## config.mk

```make
export PLATFORM = sky130hd
export DESIGN_NAME = rw_nx_ahb_slv_regbank
export DESIGN_NICKNAME = d
export VERILOG_FILES = /design/src/rtl/rw_nx_ahb_pkg.sv /design/src/rtl/rw_nx_ahb_slv_mem.sv /design/src/rtl/rw_nx_ahb_slv_regbank.sv
export SDC_FILE = /design/constraint.sdc
export NUM_CORES = 2
export LEC_CHECK = 0
export BUFFER_PORTS_ARGS = -buffer_cell sky130_fd_sc_hd__buf_4
export CAP_MARGIN = 0
export CORE_MARGIN = 1.5
export CORE_UTILIZATION = 45
export DETAILED_ROUTE_END_ITERATION = 12
export GPL_ROUTABILITY_DRIVEN = 0
export PLACE_DENSITY_LB_ADDON = 0.3
export SYNTH_ARGS = -nofsm -noshare
export SYNTH_HDL_FRONTEND = slang
export SYNTH_HIERARCHICAL = 1
export SYNTH_SLANG_ARGS = --single-unit
export TNS_END_PERCENT = 10
```

## constraint.sdc

```tcl
create_clock -name clk_80m -period 4.5 [get_ports clk_80m]
set_input_delay 0.45 -clock clk_80m [delete_from_list [all_inputs] [get_ports clk_80m]]
set_output_delay 0.45 -clock clk_80m [all_outputs]
set_load 0.02 [all_outputs]
```

## src/rtl/rw_nx_ahb_pkg.sv

```systemverilog
// Shared AHB-Lite encodings, slave FSM states and byte-lane helpers
// for the rw_nx register bank.
package rw_nx_ahb_pkg;

  localparam logic [1:0] HTRANS_IDLE   = 2'b00;
  localparam logic [1:0] HTRANS_BUSY   = 2'b01;
  localparam logic [1:0] HTRANS_NONSEQ = 2'b10;
  localparam logic [1:0] HTRANS_SEQ    = 2'b11;

  localparam logic [1:0] HSIZE_BYTE = 2'b00;
  localparam logic [1:0] HSIZE_HALF = 2'b01;
  localparam logic [1:0] HSIZE_WORD = 2'b10;
  localparam logic [1:0] HSIZE_BAD  = 2'b11;

  localparam logic [1:0] HRESP_OKAY  = 2'b00;
  localparam logic [1:0] HRESP_ERROR = 2'b01;

  typedef enum logic [2:0] {
    ST_IDLE    = 3'd0,
    ST_WR_DATA = 3'd1,
    ST_RD_WAIT = 3'd2,
    ST_RD_DATA = 3'd3,
    ST_ERR1    = 3'd4,
    ST_ERR2    = 3'd5
  } state_e;

  function automatic logic is_active(
    input logic [1:0] htrans
  );
    logic act;
    act = 1'b0;
    unique case (htrans)
      HTRANS_IDLE:   act = 1'b0;
      HTRANS_BUSY:   act = 1'b0;
      HTRANS_NONSEQ: act = 1'b1;
      HTRANS_SEQ:    act = 1'b1;
      default:       act = 1'b0;
    endcase
    return act;
  endfunction

  function automatic logic [3:0] lane_mask(
    input logic [1:0] size,
    input logic [1:0] a
  );
    logic [3:0] m;
    m = 4'b0000;
    unique case (size)
      HSIZE_BYTE: m = 4'b0001 << a;
      HSIZE_HALF: m = a[1] ? 4'b1100 : 4'b0011;
      HSIZE_WORD: m = 4'b1111;
      HSIZE_BAD:  m = 4'b0000;
      default:    m = 4'b0000;
    endcase
    return m;
  endfunction

endpackage

```

## src/rtl/rw_nx_ahb_slv_mem.sv

```systemverilog
// Word array with per-byte write enables, async clear
// and one combinational read port.
module rw_nx_ahb_slv_mem #(
  parameter int DEPTH = 64,
  localparam int AW = $clog2(DEPTH)
) (
  input  logic          clk_80m,
  input  logic          rst_n,
  input  logic          we,
  input  logic [3:0]    be,
  input  logic [AW-1:0] waddr,
  input  logic [31:0]   wdata,
  input  logic [AW-1:0] raddr,
  output logic [31:0]   rdata
);

  logic [31:0] mem [DEPTH];

  always_ff @(posedge clk_80m or negedge rst_n) begin
    if (!rst_n) begin
      for (int i = 0; i < DEPTH; i++) begin
        mem[i] <= '0;
      end
    end else if (we) begin
      for (int b = 0; b < 4; b++) begin
        if (be[b]) begin
          mem[waddr][8*b +: 8] <= wdata[8*b +: 8];
        end
      end
    end
  end

  assign rdata = mem[raddr];

endmodule

```

## src/rtl/rw_nx_ahb_slv_regbank.sv

```systemverilog
// AHB-Lite register/SRAM responder with read wait states,
// two-cycle ERROR responses and a saturating error counter.
import rw_nx_ahb_pkg::*;

module rw_nx_ahb_slv_regbank #(
  parameter logic [31:0] BASE_ADDR   = 32'h6000_0000,
  parameter int          DEPTH       = 64,
  parameter int          WAIT_STATES = 1
) (
  input  logic        clk_80m,
  input  logic        rst_n,
  input  logic        proc_hsel,
  input  logic [31:0] proc_haddr,
  input  logic [1:0]  proc_htrans,
  input  logic        proc_hwrite,
  input  logic [1:0]  proc_hsize,
  input  logic [31:0] proc_hwdata,
  output logic        proc_hready,
  output logic [1:0]  proc_hresp,
  output logic [31:0] proc_hrdata,
  output logic [7:0]  err_cnt
);

  localparam int AW = $clog2(DEPTH);
  localparam int BW = AW + 2;
  localparam logic [3:0] WS_M1 =
    4'((WAIT_STATES > 0) ? WAIT_STATES - 1 : 0);

  state_e        state;
  logic [3:0]    wcnt;
  logic [AW-1:0] wr_idx;
  logic [AW-1:0] rd_idx;
  logic [3:0]    wr_be;
  logic          hready_q;
  logic [1:0]    hresp_q;
  logic [31:0]   hrdata_q;
  logic [7:0]    err_q;

  logic          accept;
  logic          in_win;
  logic          aligned;
  logic          legal;
  logic          commit;
  logic [AW-1:0] a_idx;
  logic [AW-1:0] m_raddr;
  logic [3:0]    a_be;
  logic [31:0]   m_rdata;
  logic [31:0]   fwd_data;

  assign accept = hready_q && proc_hsel
               && is_active(proc_htrans);
  assign in_win = proc_haddr[31:BW] == BASE_ADDR[31:BW];
  assign a_idx  = proc_haddr[BW-1:2];
  assign a_be   = lane_mask(proc_hsize, proc_haddr[1:0]);
  assign legal  = in_win && aligned;
  assign commit = state == ST_WR_DATA;

  always_comb begin
    aligned = 1'b0;
    unique case (1'b1)
      proc_hsize == HSIZE_BYTE: aligned = 1'b1;
      proc_hsize == HSIZE_HALF: aligned = !proc_haddr[0];
      proc_hsize == HSIZE_WORD: aligned = proc_haddr[1:0] == 2'b00;
      default:                  aligned = 1'b0;
    endcase
  end

  assign m_raddr = (state == ST_RD_WAIT) ? rd_idx : a_idx;

  // A read accepted while the previous write commits sees its lanes
  always_comb begin
    fwd_data = m_rdata;
    for (int b = 0; b < 4; b++) begin
      if (commit && wr_be[b] && wr_idx == m_raddr) begin
        fwd_data[8*b +: 8] = proc_hwdata[8*b +: 8];
      end
    end
  end

  rw_nx_ahb_slv_mem #(
    .DEPTH (DEPTH)
  ) u_mem (
    .clk_80m (clk_80m),
    .rst_n   (rst_n),
    .we      (commit),
    .be      (wr_be),
    .waddr   (wr_idx),
    .wdata   (proc_hwdata),
    .raddr   (m_raddr),
    .rdata   (m_rdata)
  );

  always_ff @(posedge clk_80m or negedge rst_n) begin
    if (!rst_n) begin
      state    <= ST_IDLE;
      wcnt     <= '0;
      wr_idx   <= '0;
      rd_idx   <= '0;
      wr_be    <= '0;
      hready_q <= 1'b1;
      hresp_q  <= HRESP_OKAY;
      hrdata_q <= '0;
      err_q    <= '0;
    end else if (state == ST_RD_WAIT) begin
      if (wcnt == 4'd0) begin
        state    <= ST_RD_DATA;
        hready_q <= 1'b1;
        hrdata_q <= fwd_data;
      end else begin
        wcnt <= wcnt - 4'd1;
      end
    end else if (state == ST_ERR1) begin
      state    <= ST_ERR2;
      hready_q <= 1'b1;
      if (err_q != 8'hFF) begin
        err_q <= err_q + 8'd1;
      end
    end else if (accept) begin
      unique case (1'b1)
        !legal: begin
          state    <= ST_ERR1;
          hready_q <= 1'b0;
          hresp_q  <= HRESP_ERROR;
        end
        legal && proc_hwrite: begin
          state    <= ST_WR_DATA;
          hready_q <= 1'b1;
          hresp_q  <= HRESP_OKAY;
          wr_idx   <= a_idx;
          wr_be    <= a_be;
        end
        legal && !proc_hwrite
          && WAIT_STATES == 0: begin
          state    <= ST_RD_DATA;
          hready_q <= 1'b1;
          hresp_q  <= HRESP_OKAY;
          hrdata_q <= fwd_data;
        end
        default: begin
          state    <= ST_RD_WAIT;
          hready_q <= 1'b0;
          hresp_q  <= HRESP_OKAY;
          rd_idx   <= a_idx;
          wcnt     <= WS_M1;
        end
      endcase
    end else begin
      state    <= ST_IDLE;
      hready_q <= 1'b1;
      hresp_q  <= HRESP_OKAY;
    end
  end

  assign proc_hready = hready_q;
  assign proc_hresp  = hresp_q;
  assign proc_hrdata = hrdata_q;
  assign err_cnt     = err_q;

endmodule
```

==> flow_summary_export.csv <==
group,metric,value,unit
logic_synthesis,syn_avg_cell_area,15.7,µm²
layout,regArea,0.0529,mm²
logic_synthesis,synth_area,0.0964,mm²
placement,place_ws,566,ps
timing,setup_viol,0,
clocking,post_cts_resized,0,
layout,fillers,17500,
clocking,cts_max_level,4,
drt,via_per_inst,5.99,
pwr,power_density,370,mW/mm²
logic_synthesis,syn_nets,6231,
critical_path,rr_worst_depth,8,
clocking,postCtsSetupBuffers,0,
clocking,cts_buffer_depth,3,
timing,slew_violations,0,
logic_synthesis,synth_edf_count,0,
logic_synthesis,synth_area_leaders,"dfrtp_1, mux2_2, mux4_2",
logic_synthesis,yosys_warnings,6,
timing,min_period,3990,ps
placement,placed_area,0.101,mm²
placement,hpwl,172,mm
clocking,numCtsBuffers,216,
critical_path,cpLargestDelayFamily,"simple AND/OR/NAND/NOR gates",
critical_path,worstPathCellList,"nor3b_2 > buf_4 > mux2_2 > and2_1 > a22oi_1 > a22oi_1 > nor2_1 > mux2_4",
floorplan,die_y,466,µm
pwr,p_leak,0.0497,µW
logic_synthesis,async_flop_share,100,%
global_routing,grt_pass1_wl,397,mm
placement,dp_cells,8835,
worst_hold_path,min_path_cells,3,
clocking,tritoncts,"yes",
logic_synthesis,ys.flop_type,"dfrtp_1",
timing,maxSlewHeadroom,14.2,%
drt,routedWlPerCell,28.6,µm
critical_path,path_common_cell,"a22oi_1",
global_routing,grt_util_all_layers,24.6,%
critical_path,r2r-end,"proc_hrdata[25]",
timing,hold_viol,0,
floorplan,die-area,0.217,mm²
critical_path,reg2reg_from,"state[0]",
timing,finClkSkew,39.8,ps
logic_synthesis,synth_commonest_cells,"dfrtp_1, mux2_2, mux4_2, clkbuf_1, nand2_1",
critical_path,cpMaxStageDelayCell,"and2_1",
critical_path,worstPathRequired,5240,ps
clocking,clock_sinks,2113,
clocking,insertion_delay,860,ps
critical_path,r2r_slack,510,ps
logic_synthesis,ys_types,59,
floorplan,die_w,466,µm
critical_path,cp_max_fo,16,
floorplan,row_count,169,
global_routing,grt_pass1_vias,58100,
layout,drive_gt1_share,52.9,%
worst_hold_path,min_from,"proc_hsel",
timing,tightest_slew,1280,ps
global_routing,grt_max_degree,165,
floorplan,core_area,0.213,mm²
drt,wl,265,mm
drt,dr.first_iter.drc_count,4636,
pwr,totalPowerFinal,40000,µW
drt,drt_pre_antenna_iters,7,
status,status,"completed",
clocking,cts_hold_buf,14,
layout,area_delta_synth_final,12.1,%
clocking,cts_root_buffer,"clkbuf_16",
clocking,path_clk_slew,60,ps
timing,rsz0062_at_grt,"no",
floorplan,initial_core_util,45.4,%
worst_hold_path,whs_endpoint,"state[0]",
logic_synthesis,synth.most_common_cell,"dfrtp_1",
critical_path,cp_data_arrival_time,4730,ps
layout,fin_cells,9241,
floorplan,ios,115,
critical_path,start_kind,"flip-flop",
logic_synthesis,synth_top_area_share,54.8,%
critical_path,path_buf_inv,1,
logic_synthesis,postSynthCellCount,6157,
layout,fin_area,0.108,mm²
drt,detail-route-antenna-nets,0,
drt,dr_total_vias,55400,
logic_synthesis,seq_area_frac_synth,54.8,%
global_routing,gr-total-overflow,0,
critical_path,path_class,"reg -> reg",
worst_hold_path,hp-class,"in -> reg",
critical_path,worst_path_largest_cell_delay,960,ps
logic_synthesis,ys_ff_latch,2113,
pwr,peakVddDrop,410,µV
timing,fin_ws,509,ps
timing,timing.final.crit_share,88.7,%
drt,drc,0,
timing,fmax,251,MHz
placement,place.port_buffers,112,
global_routing,antenna_found_initial,18,
flow_run,cap_viol_max_count,0,
layout,multiInputGateArea,0.0416,mm²
logic_synthesis,synth_top_area_cell,"dfrtp_1",
critical_path,endpoint_kind,"flip-flop",
layout,fin_nets,6320,
timing,tns,0,ps
[power breakdown]
| group | internal (µW) | leakage (µW) | total (µW) | switching (µW) |
|---|---|---|---|---|
| combinational | 1020 | 0.0179 | 2720 | 1690 |
| sequential | 19300 | 0.0283 | 19500 | 204 |
| clock | 10300 | 0.00346 | 17800 | 7470 |
| total | 30600 | 0.0497 | 40000 | 9370 |
[registers in the layout, indices dropped and copies added (netlist names), 3 cells and up]
name / cells
wr_idx: 6
state: 3
u_mem/mem: 2048
rd_idx: 6
wr_be: 4
err_cnt: 8
proc_hrdata: 32
wcnt: 4
[worst max-delay path by stage]
stage	from	to	depth (start not counted)
floorplan	state[0]	proc_hrdata[26]	11
global placement	state[0]	proc_hrdata[20]	11
detailed placement	state[0]	proc_hrdata[14]	11
CTS	state[0]	proc_hrdata[14]	11
global route	state[0]	proc_hrdata[23]	10
finish	state[0]	proc_hrdata[25]	8
[per-layer routing]
layer / global-route usage (%) / vias up / wire length, µm
met1: 34.6 / 30300 / 116000
li1: - / 23100 / -
met4: 9.38 / 20 / 10400
met2: 37.2 / 1507 / 121000
met5: 0.154 / - / 287
met3: 5.50 / 466 / 17200
[through the flow]
stage / util, % / hold slack [ps]
after CTS: 50.8 / 8.03
final: 50.9 / 60.0
after floorplan: - / 154
after detailed placement: 47.5 / 474
after global routing: 50.8 / 67.4
after global placement: 47.5 / 468
[logic make-up after synthesis]
family                   share of synthesized area (%)
other                                          0.00389
multiplexers                                      38.3
buffers and inverters                             2.13
AO/OA/AOI/OAI                                     1.74
flip-flops                                        54.8
AND/OR/NAND/NOR                                   2.90
XOR/XNOR                                        0.0999
adder cells (fa/ha/maj)                         0.0259
[worst register-to-register path, delay by kind of cell (launching register included)]
family / cells / cell delay, ps
muxes: 2 / 940
DFF: 1 / 430
and+or+nand+nor: 3 / 1430
buffers and inverters: 1 / 220
AOI/OAI and AO/OA: 2 / 860
[placed cells by master (no fill, tap or decap), drive strengths merged, types with 8 or more instances in the layout]
| cell type | count |
|---|---|
| clkbuf | 329 |
| nor2b | 35 |
| and2 | 10 |
| nand3 | 14 |
| dfrtp | 2112 |
| o22a | 11 |
| mux2 | 2111 |
| a21oi | 60 |
| o21ai | 15 |
| a211oi | 38 |
| mux4 | 517 |
| inv | 9 |
| nand2b | 9 |
| mux2i | 139 |
| xnor2 | 8 |
| buf | 309 |
| nand2 | 159 |
| a22oi | 51 |
| clkinv | 39 |
| diode | 10 |
| nor2 | 250 |
| nor3 | 29 |
| dlygate4sd3 | 14 |
| o22ai | 61 |
| bufinv | 8 |
[final cells by class]
cell class                 instances  share of cell area [%]
sequential                      2113                    48.9
multi-input combinational       3586                    38.5
clock buffer                     329                    5.98
tap                             2821                    3.27
timing repair buffer             323                    2.78
clock inverter                    53                   0.506
antenna                           10                  0.0232
inverter                           6                  0.0208
Note: power is estimated with default switching activity, not from simulation.
